## src/rtl/npu_cube_acc_resolve_if.sv

```systemverilog
`default_nettype none
// ============================================================================
// Module   : npu_cube_acc_resolve_if
// Brief    : Beat input and result output bundle for the cube accumulator.
// Revision : 1.0 - initial release
// ============================================================================
interface npu_cube_acc_resolve_if #(
  parameter int DWIN  = 19,
  parameter int DWACC = 32
);
  logic             in_valid;
  logic             in_ready;
  logic [DWIN-1:0]  in_cay;
  logic [DWIN-1:0]  in_sum;
  logic             in_first;
  logic             in_last;
  logic             out_valid;
  logic             out_ready;
  logic [DWACC-1:0] out_data;
  logic [15:0]      out_cnt;
  logic             out_ovf;

  modport master (
    output in_valid, in_cay, in_sum, in_first, in_last, out_ready,
    input  in_ready, out_valid, out_data, out_cnt, out_ovf
  );

  modport slave (
    input  in_valid, in_cay, in_sum, in_first, in_last, out_ready,
    output in_ready, out_valid, out_data, out_cnt, out_ovf
  );
endinterface
`default_nettype wire

```

## src/rtl/npu_cube_acc_resolve.sv

```systemverilog
`default_nettype none
// ============================================================================
// Module   : npu_cube_acc_resolve
// Brief    : Resolves carry-save beats to binary (S1), then accumulates each
//            first/last framed burst into a held valid/ready result (S2).
// Revision : 1.0 - initial release
// ============================================================================
module npu_cube_acc_resolve #(
  parameter int DWIN   = 19,
  parameter int DWACC  = 32,
  parameter bit SIGNED = 1'b0,
  parameter bit SAT    = 1'b1
) (
  input  logic                    clk,
  input  logic                    rst,
  npu_cube_acc_resolve_if.slave   bus
);

  localparam logic [15:0]      c_cnt_max  = 16'hFFFF;
  localparam logic [DWACC-1:0] c_umax     = {DWACC{1'b1}};
  localparam logic [DWACC-1:0] c_smax     = {1'b0, {(DWACC-1){1'b1}}};
  localparam logic [DWACC-1:0] c_smin     = {1'b1, {(DWACC-1){1'b0}}};

  // S1 state
  logic             r_s1_valid;
  logic [DWIN-1:0]  r_s1_res;
  logic             r_s1_first;
  logic             r_s1_last;

  // S2 accumulation state and output register
  logic [DWACC-1:0] r_acc;
  logic [15:0]      r_cnt;
  logic             r_ovf;
  logic             r_out_valid;
  logic [DWACC-1:0] r_out_data;
  logic [15:0]      r_out_cnt;
  logic             r_out_ovf;

  logic [DWIN:0]    w_csa_sum;
  logic [DWIN-1:0]  w_res;
  logic             w_unused;
  logic             w_s1_adv;
  logic             w_in_acc;
  logic [DWACC-1:0] w_ext;
  logic [DWACC-1:0] w_acc_base;
  logic [DWACC:0]   w_add;
  logic [DWACC-1:0] w_raw;
  logic             w_ovf_u;
  logic             w_ovf_s;
  logic             w_ovf_evt;
  logic [DWACC-1:0] w_acc_n;
  logic [15:0]      w_cnt_n;
  logic             w_ovf_n;

  // Carry vector carries weight 2; its top bit falls off the DWIN-bit result.
  assign w_csa_sum = {1'b0, bus.in_sum} + {bus.in_cay, 1'b0};
  assign w_res     = w_csa_sum[DWIN-1:0];
  assign w_unused  = w_csa_sum[DWIN];

  // Only a last beat can stall, and only behind an unaccepted held result.
  assign w_s1_adv     = r_s1_valid && !(r_s1_last && r_out_valid && !bus.out_ready);
  assign bus.in_ready = !r_s1_valid || w_s1_adv;
  assign w_in_acc     = bus.in_valid && bus.in_ready;

  always_ff @(posedge clk or posedge rst) begin
    if (rst) begin
      r_s1_valid <= 1'b0;
      r_s1_res   <= '0;
      r_s1_first <= 1'b0;
      r_s1_last  <= 1'b0;
    end else if (w_in_acc) begin
      r_s1_valid <= 1'b1;
      r_s1_res   <= w_res;
      r_s1_first <= bus.in_first;
      r_s1_last  <= bus.in_last;
    end else if (w_s1_adv) begin
      r_s1_valid <= 1'b0;
    end
  end

  generate
    if (SIGNED) begin : g_ext_signed
      assign w_ext = {{(DWACC-DWIN){r_s1_res[DWIN-1]}}, r_s1_res};
    end else begin : g_ext_unsigned
      assign w_ext = {{(DWACC-DWIN){1'b0}}, r_s1_res};
    end
  endgenerate

  // A first beat restarts from zero, so it can never flag an overflow.
  assign w_acc_base = r_s1_first ? '0 : r_acc;
  assign w_add      = {1'b0, w_acc_base} + {1'b0, w_ext};
  assign w_raw      = w_add[DWACC-1:0];
  assign w_ovf_u    = w_add[DWACC];
  assign w_ovf_s    = (w_acc_base[DWACC-1] == w_ext[DWACC-1]) &&
                      (w_raw[DWACC-1] != w_acc_base[DWACC-1]);
  assign w_ovf_evt  = SIGNED ? w_ovf_s : w_ovf_u;

  always_comb begin
    w_acc_n = w_raw;
    if (SAT && w_ovf_evt) begin
      if (SIGNED) begin
        w_acc_n = w_ext[DWACC-1] ? c_smin : c_smax;
      end else begin
        w_acc_n = c_umax;
      end
    end
  end

  always_comb begin
    w_cnt_n = 16'd1;
    w_ovf_n = w_ovf_evt;
    if (!r_s1_first) begin
      w_cnt_n = (r_cnt == c_cnt_max) ? c_cnt_max : r_cnt + 16'd1;
      w_ovf_n = r_ovf | w_ovf_evt;
    end
  end

  always_ff @(posedge clk or posedge rst) begin
    if (rst) begin
      r_acc       <= '0;
      r_cnt       <= '0;
      r_ovf       <= 1'b0;
      r_out_valid <= 1'b0;
      r_out_data  <= '0;
      r_out_cnt   <= '0;
      r_out_ovf   <= 1'b0;
    end else begin
      if (bus.out_ready) begin
        r_out_valid <= 1'b0;
      end
      if (w_s1_adv) begin
        if (r_s1_last) begin
          r_out_valid <= 1'b1;
          r_out_data  <= w_acc_n;
          r_out_cnt   <= w_cnt_n;
          r_out_ovf   <= w_ovf_n;
          r_acc       <= '0;
          r_cnt       <= '0;
          r_ovf       <= 1'b0;
        end else begin
          r_acc <= w_acc_n;
          r_cnt <= w_cnt_n;
          r_ovf <= w_ovf_n;
        end
      end
    end
  end

  assign bus.out_valid = r_out_valid;
  assign bus.out_data  = r_out_data;
  assign bus.out_cnt   = r_out_cnt;
  assign bus.out_ovf   = r_out_ovf;

endmodule
`default_nettype wire

```

## src/flat_wrapper.sv

```systemverilog
// flat-port wrapper written by rule: the top's interface ports become plain ports
module npu_cube_acc_resolve_flat 
#(
  parameter int DWIN   = 19,
  parameter int DWACC  = 32,
  parameter bit SIGNED = 1'b0,
  parameter bit SAT    = 1'b1
)
  (clk, rst, bus_in_valid, bus_in_cay, bus_in_sum, bus_in_first, bus_in_last, bus_out_ready, bus_in_ready, bus_out_valid, bus_out_data, bus_out_cnt, bus_out_ovf);
  npu_cube_acc_resolve_if #(.DWIN(DWIN), .DWACC(DWACC)) bus_i ();
  input  logic clk;
  input  logic rst;
  input wire logic [$bits(bus_i.in_valid)-1:0] bus_in_valid;
  input wire logic [$bits(bus_i.in_cay)-1:0] bus_in_cay;
  input wire logic [$bits(bus_i.in_sum)-1:0] bus_in_sum;
  input wire logic [$bits(bus_i.in_first)-1:0] bus_in_first;
  input wire logic [$bits(bus_i.in_last)-1:0] bus_in_last;
  input wire logic [$bits(bus_i.out_ready)-1:0] bus_out_ready;
  output wire logic [$bits(bus_i.in_ready)-1:0] bus_in_ready;
  output wire logic [$bits(bus_i.out_valid)-1:0] bus_out_valid;
  output wire logic [$bits(bus_i.out_data)-1:0] bus_out_data;
  output wire logic [$bits(bus_i.out_cnt)-1:0] bus_out_cnt;
  output wire logic [$bits(bus_i.out_ovf)-1:0] bus_out_ovf;
  assign bus_i.in_valid = bus_in_valid;
  assign bus_i.in_cay = bus_in_cay;
  assign bus_i.in_sum = bus_in_sum;
  assign bus_i.in_first = bus_in_first;
  assign bus_i.in_last = bus_in_last;
  assign bus_i.out_ready = bus_out_ready;
  assign bus_in_ready = bus_i.in_ready;
  assign bus_out_valid = bus_i.out_valid;
  assign bus_out_data = bus_i.out_data;
  assign bus_out_cnt = bus_i.out_cnt;
  assign bus_out_ovf = bus_i.out_ovf;
  npu_cube_acc_resolve #(.DWIN(DWIN), .DWACC(DWACC), .SIGNED(SIGNED), .SAT(SAT)) u_core (.clk(clk), .rst(rst), .bus(bus_i));
endmodule
```

## config.mk

```make
export PLATFORM = sky130hd
export DESIGN_NAME = npu_cube_acc_resolve_flat
export DESIGN_NICKNAME = d
export VERILOG_FILES = /design/src/rtl/npu_cube_acc_resolve_if.sv /design/src/rtl/npu_cube_acc_resolve.sv /design/src/flat_wrapper.sv
export SDC_FILE = /design/constraint.sdc
export NUM_CORES = 1
export LEC_CHECK = 0
export ABC_AREA = 1
export BUFFER_PORTS_ARGS = -buffer_cell sky130_fd_sc_hd__buf_2
export CORE_MARGIN = 2
export CORE_UTILIZATION = 30
export DETAILED_ROUTE_END_ITERATION = 7
export PLACE_DENSITY = 0.46
export SLEW_MARGIN = 30
export SYNTH_ARGS = -nofsm -noshare
export SYNTH_HDL_FRONTEND = slang
export SYNTH_SLANG_ARGS = --single-unit
```

## constraint.sdc

```tcl
create_clock -name clk -period 4.8 [get_ports clk]
set_input_delay 0.24 -clock clk [delete_from_list [all_inputs] [get_ports clk]]
set_output_delay 0.24 -clock clk [all_outputs]
set_load 0.05 [all_outputs]
```

## Word level (Yosys, flattened, before mapping)

Index checks and enable logic that the tools add are counted.

| word-level totals | value |
|---|---|
| bits of input ports | 44 |
| flip-flop bits (word level) | 121 |
| output and inout bits | 51 |
| logic and storage cells | 39 |

| cells by class | value |
|---|---|
| reduce and logical (&&, ||, !) cells | 10 |
| equality and inequality tests | 1 |
| bitwise logic cells | 1 |
| $add $sub $neg | 3 |
| multiplexer cells | 13 |

Operators with widths:

| kind | count |
|---|---|
| 32-bit 2-to-1 mux | 3 |
| 16-bit 2-to-1 mux | 3 |
| 32-bit by 19-bit adder with 33-bit output | 1 |
| 19-bit adder | 1 |
| 16-bit by 1-bit adder with 16-bit output (second input constant) | 1 |
| 16-bit equality test (second input constant) | 1 |
| 1-bit 2-to-1 mux | 7 |
| 1-bit logical AND | 4 |
| 1-bit zero test | 3 |
| 2-bit AND reduction | 1 |
| 2-bit nonzero test | 1 |
| 1-bit logical OR | 1 |
| 1-bit OR | 1 |

## Depth between registers and ports, before layout

| depth | value |
|---|---|
| depth in word-level cells | 7 |
| gate-level depth with buffers | 18 |
| depth with buffers taken out | 16 |

## Worst setup path after synthesis

No wires, ideal clock.

| timing path | value |
|---|---|
| kind | reg2reg |
| start point | reg u_core.r_s1_first |
| end point | reg u_core.r_acc[27] |
| buffers on the path | 4 |
| slack | 2.008 ns |
| stages on the path, launching flop included | 18 |
| library setup time | 0.117 ns |
| data required time | 4.683 ns |
| clock period less this slack | 2.792 ns |
| arrival time | 2.675 ns |
| path through | dfrtp_1 > clkbuf_1 > clkbuf_1 > nor2_1 > ha_1 > fa_1 > nand2_1 > nand2_1 > nand3_1 > nand2_1 > nand3_1 > nand3_2 > nand2_1 > buf_4 > buf_6 > nand3_2 > nand2_1 > nand2_1 |

| between the ends | value |
|---|---|
| word-level cells in the longest chain between the ends | 4 |

Ends and longest elaborated chain:

| what | line | source |
|---|---|---|
| start: declaration | npu_cube_acc_resolve.sv:27 | `logic r_s1_first;` |
| start signal: assignment | npu_cube_acc_resolve.sv:74 | `r_s1_first <= bus.in_first;` |
| 32-bit 2-to-1 mux | npu_cube_acc_resolve.sv:90 | `assign w_acc_base = r_s1_first ? '0 : r_acc;` |
| 32-bit by 19-bit adder with 33-bit output | npu_cube_acc_resolve.sv:91 | `assign w_add = {1'b0, w_acc_base} + {1'b0, w_ext};` |
| 32-bit 2-to-1 mux | npu_cube_acc_resolve.sv:100 | `if (SAT && w_ovf_evt) begin` |
| 32-bit 2-to-1 mux | npu_cube_acc_resolve.sv:132 | `if (r_s1_last) begin` |
| end signal: assignment | npu_cube_acc_resolve.sv:141 | `r_acc <= w_acc_n;` |
| end: declaration | npu_cube_acc_resolve.sv:31 | `logic [DWACC-1:0] r_acc;` |

No other way between the ends.
A chain may end at the register's enable or synchronous reset.

## Worst setup path in the final report

| timing path | value |
|---|---|
| start point | reg u_core.r_s1_first |
| end point | reg u_core.r_acc[17] |

Same word-level chain as after synthesis.

==> reports/metrics.csv <==
stage;metric;value;unit
outcome;outcome;complete, no violations;
global_route;grt_pass1_vias;7841;
power;swShare;41.7;%
timing;post-route-period-util;67.5;%
route;ant_nets;0;
yosys;ys_ff_latch;121;
critical_path;path_cells;nor2_1, ha_1, fa_1, nand2_1, nand2_1, nand3_1, nand2_1, nand3_1, nand3_2, nand2_1, buf_4, nand3_1, nand2_1, o21ai_0;
yosys;synth_warnings;0;
critical_path;cp_slowest_cell;dfrtp_1;
clock_tree;clk_pin_slew;0.06;ns
yosys;synth.area.top_cells;dfrtp_1, nand2_1, inv_1;
yosys;synth_seq_area_share;36.6;%
global_route;grt_pass1_wl;39600;um
clock_tree;clock_path_buffers;2;
timing;fin_hold_ws;0.0272;ns
hold_path;hold_path.class;primary input to register;
global_route;gr-total-overflow;0;
timing;hold_viol_final;0;
critical_path;cp_max_fo;21;
timing;maxSlewViolCount;0;
floorplan;core-area;27000;sq um
timing;finalSetupViolations;0;
clock_tree;cts_tree;yes;
power;power.leakage;5.58;nW
clock_tree;postCtsSetupBuffers;0;
placement;dp_worst_setup_slack;1.57;ns
floorplan;fp.dieArea;28900;sq um
route;vias;7802;
critical_path;crit_type;register to register;
clock_tree;root_buffer;clkbuf_16;
timing;min_period;3.24;ns
timing;rsz0062_at_grt;false;
cells_and_area;n_antenna_cell;0;
placement;gp_congestion;0.863;
yosys;synthFlopType;dfrtp_1;
power;cellPowerDensity;442;nW/um^2
yosys;synth.most_common_cell;nand2_1;
timing;timing.final.ws_setup;1.56;ns
power;ir_drop;0.266;mV
floorplan;num_rows;60;
cells_and_area;areaGrowthSynthToFinish;17.9;%
power;p_int;0.00251;W
critical_path;cp.required;5.10;ns
route;via_per_inst;4.58;
power;pwr-share-clk;31.3;%
route;drc;0;
global_route;antenna_found_initial;0;
critical_path;reg2reg_slack;1.56;ns
timing;max_freq;309;MHz
route;wl_per_cell;13.9;um
timing;slew_headroom;46.0;%
route;drt_iter0_markers;406;
floorplan;die_h;170;um
placement;dp_hpwl;17900;um
yosys;async_flop_share;100;%
critical_path;crit_top_cell;nand2_1;
floorplan;chipWidth;170;um
global_route;grtUsageTotal;17.4;%
timing;skew;0.0215;ns
yosys;synth_top_area_share;36.6;%
clock_tree;clock-sinks;121;
route;dr.pass1.iters;5;
power;seqPwrFrac;30.8;%
yosys;synthCells;1259;
yosys;yosysTopAreaCell;dfrtp_1;
floorplan;initial_utilization;30.6;%
yosys;syn-num-nets;1342;
critical_path;cpPeakStageDelay;0.87;ns
power;comb_power_share;37.9;%
route;wirelength;23800;um
flow_run;cap_violations;0;
timing;worst_pin_slew;0.810;ns
timing;setup_tns;0;ns
critical_path;critPathArrivalTime;3.54;ns
clock_tree;insertion_delay;0.44;ns
placement;port_buffers;93;
clock_tree;numCtsBuffers;17;
yosys;netlist_top_cells_count;nand2_1, inv_1, dfrtp_1;
critical_path;endpoint_kind;register;
yosys;synth.avg_cell_area;6.56;sq um
critical_path;critPathLaunchType;register;
placement;place_area;9090;sq um
critical_path;path_buf_inv;1;
cells_and_area;final_area;9740;sq um
global_route;grt_max_degree;51;
cells_and_area;drive_above_1_share;11.6;%
yosys;synth_enable_flop_cells;0;
power;p_sw;0.00180;W
critical_path;crit_family;simple AND/OR/NAND/NOR gates;
placement;dp_cells;1669;
cells_and_area;fin_cells;1705;
yosys;synth.cell_area;8260;sq um
clock_tree;h-tree-depth;4;
floorplan;io_pins;95;
cells_and_area;fin_nets;1434;
yosys;yosysUniqueCellTypes;35;
==> registers in the layout, summed over array words and instances (netlist names) <==
| register | count |
|---|---|
| u_core.bus.out_data | 32 |
| u_core.r_acc | 32 |
| u_core.r_s1_res | 19 |
| u_core.bus.out_cnt | 16 |
| u_core.r_cnt | 16 |
| u_core.bus.out_ovf | 1 |
| u_core.bus.out_valid | 1 |
| u_core.r_ovf | 1 |
| u_core.r_s1_first | 1 |
| u_core.r_s1_last | 1 |
| u_core.r_s1_valid | 1 |
==> cell families after synthesis <==
family,after synthesis,share of synthesized area [%]
AND/OR/NAND/NOR,763,38.0
buffers and inverters,206,9.69
flip-flops,121,36.6
AO/OA/AOI/OAI,102,6.63
adder cells (fa/ha/maj),39,6.09
XOR/XNOR,28,2.97
==> through the flow <==
stage               total power, W  utilization [%]
global route               0.00463             36.0
detailed placement         0.00298             33.6
CTS                        0.00437             36.0
finish                     0.00431             36.0
global placement           0.00298             33.6
floorplan                  0.00256                -
==> worst register-to-register path, delay by kind of cell, from the launching register on <==
kind / cells / cell delay [ns]
simple gates: 10 / 1.16
flops: 1 / 0.87
fa+ha+maj: 2 / 0.73
buf+inv: 1 / 0.27
compound gates: 1 / 0.08
==> power groups by stage <==
stage | clock network, W | registers [W] | logic [W]
floorplan | 0 | 0.00162 | 0.000937
global placement | 0 | 0.00135 | 0.00163
detailed placement | 0 | 0.00135 | 0.00164
CTS | 0.00139 | 0.00133 | 0.00165
finish | 0.00135 | 0.00133 | 0.00163
global route | 0.00143 | 0.00135 | 0.00185
==> placed cells by master, fill, tap and decap left out, types with 2 or more instances in the layout <==
cell           synthesis  final
nand2_1              533    530
inv_1                171    170
dfrtp_1              121    121
buf_2                  7     93
nor2_1                93     92
nand3_1               81     81
o21ai_0               52     52
a21oi_1               38     38
ha_1                  37     37
xor2_1                20     20
nand4_1               20     20
clkbuf_16              0     17
buf_4                  1      9
xnor2_1                8      8
nor3_1                 7      7
nand3b_1               6      6
nand3_2                6      6
o21bai_1               5      5
or2_2                  5      5
nand2_2                2      5
clkinv_4               0      4
clkinv_2               0      4
dlygate4sd3_1          0      4
a31oi_1                3      3
nor4_1                 3      3
inv_6                  0      3
bufinv_16              0      3
inv_2                  2      2
nor2_4                 1      2
and2_1                 2      2
fa_1                   2      2
==> metal layers <==
layer / global-route usage, % / wire length, um / vias to the layer above
met3: 2.86 / 833 / 17
met2: 29.5 / 11100 / 122
met1: 22.8 / 11500 / 3580
met5: 0 / 0 / -
met4: 4.65 / 248 / 0
li1: - / - / 4083
==> what timing repair did <==
| item | CTS | global route |
|---|---|---|
| gates resized for setup | 0 | 0 |
| hold buffers | 4 | 0 |
| hold endpoints to repair | 40 | 0 |
==> path summary, 6_finish.rpt <==
check | startpoint | end | cells past startpoint
min in group asynchronous | rst | u_core.bus.out_cnt[8] | 3
max reg2reg | u_core.r_s1_first | u_core.r_acc[17] | 14
min | bus_in_first | u_core.r_s1_first | 3
max in group asynchronous | rst | u_core.bus.out_data[9] | 4
max | u_core.r_s1_first | u_core.r_acc[17] | 14
min reg2reg | u_core.bus.out_cnt[7] | u_core.bus.out_cnt[7] | 2
==> final cells by class <==
type | instances | area (sq um)
timing repair buffer | 106 | 573
multi-input combinational | 932 | 4450
clock buffer | 18 | 439
sequential | 121 | 3030
inverter | 173 | 652
fill | 3017 | 17300
tap | 341 | 427
clock inverter | 14 | 171
Note: power is estimated with default switching activity, not from simulation.
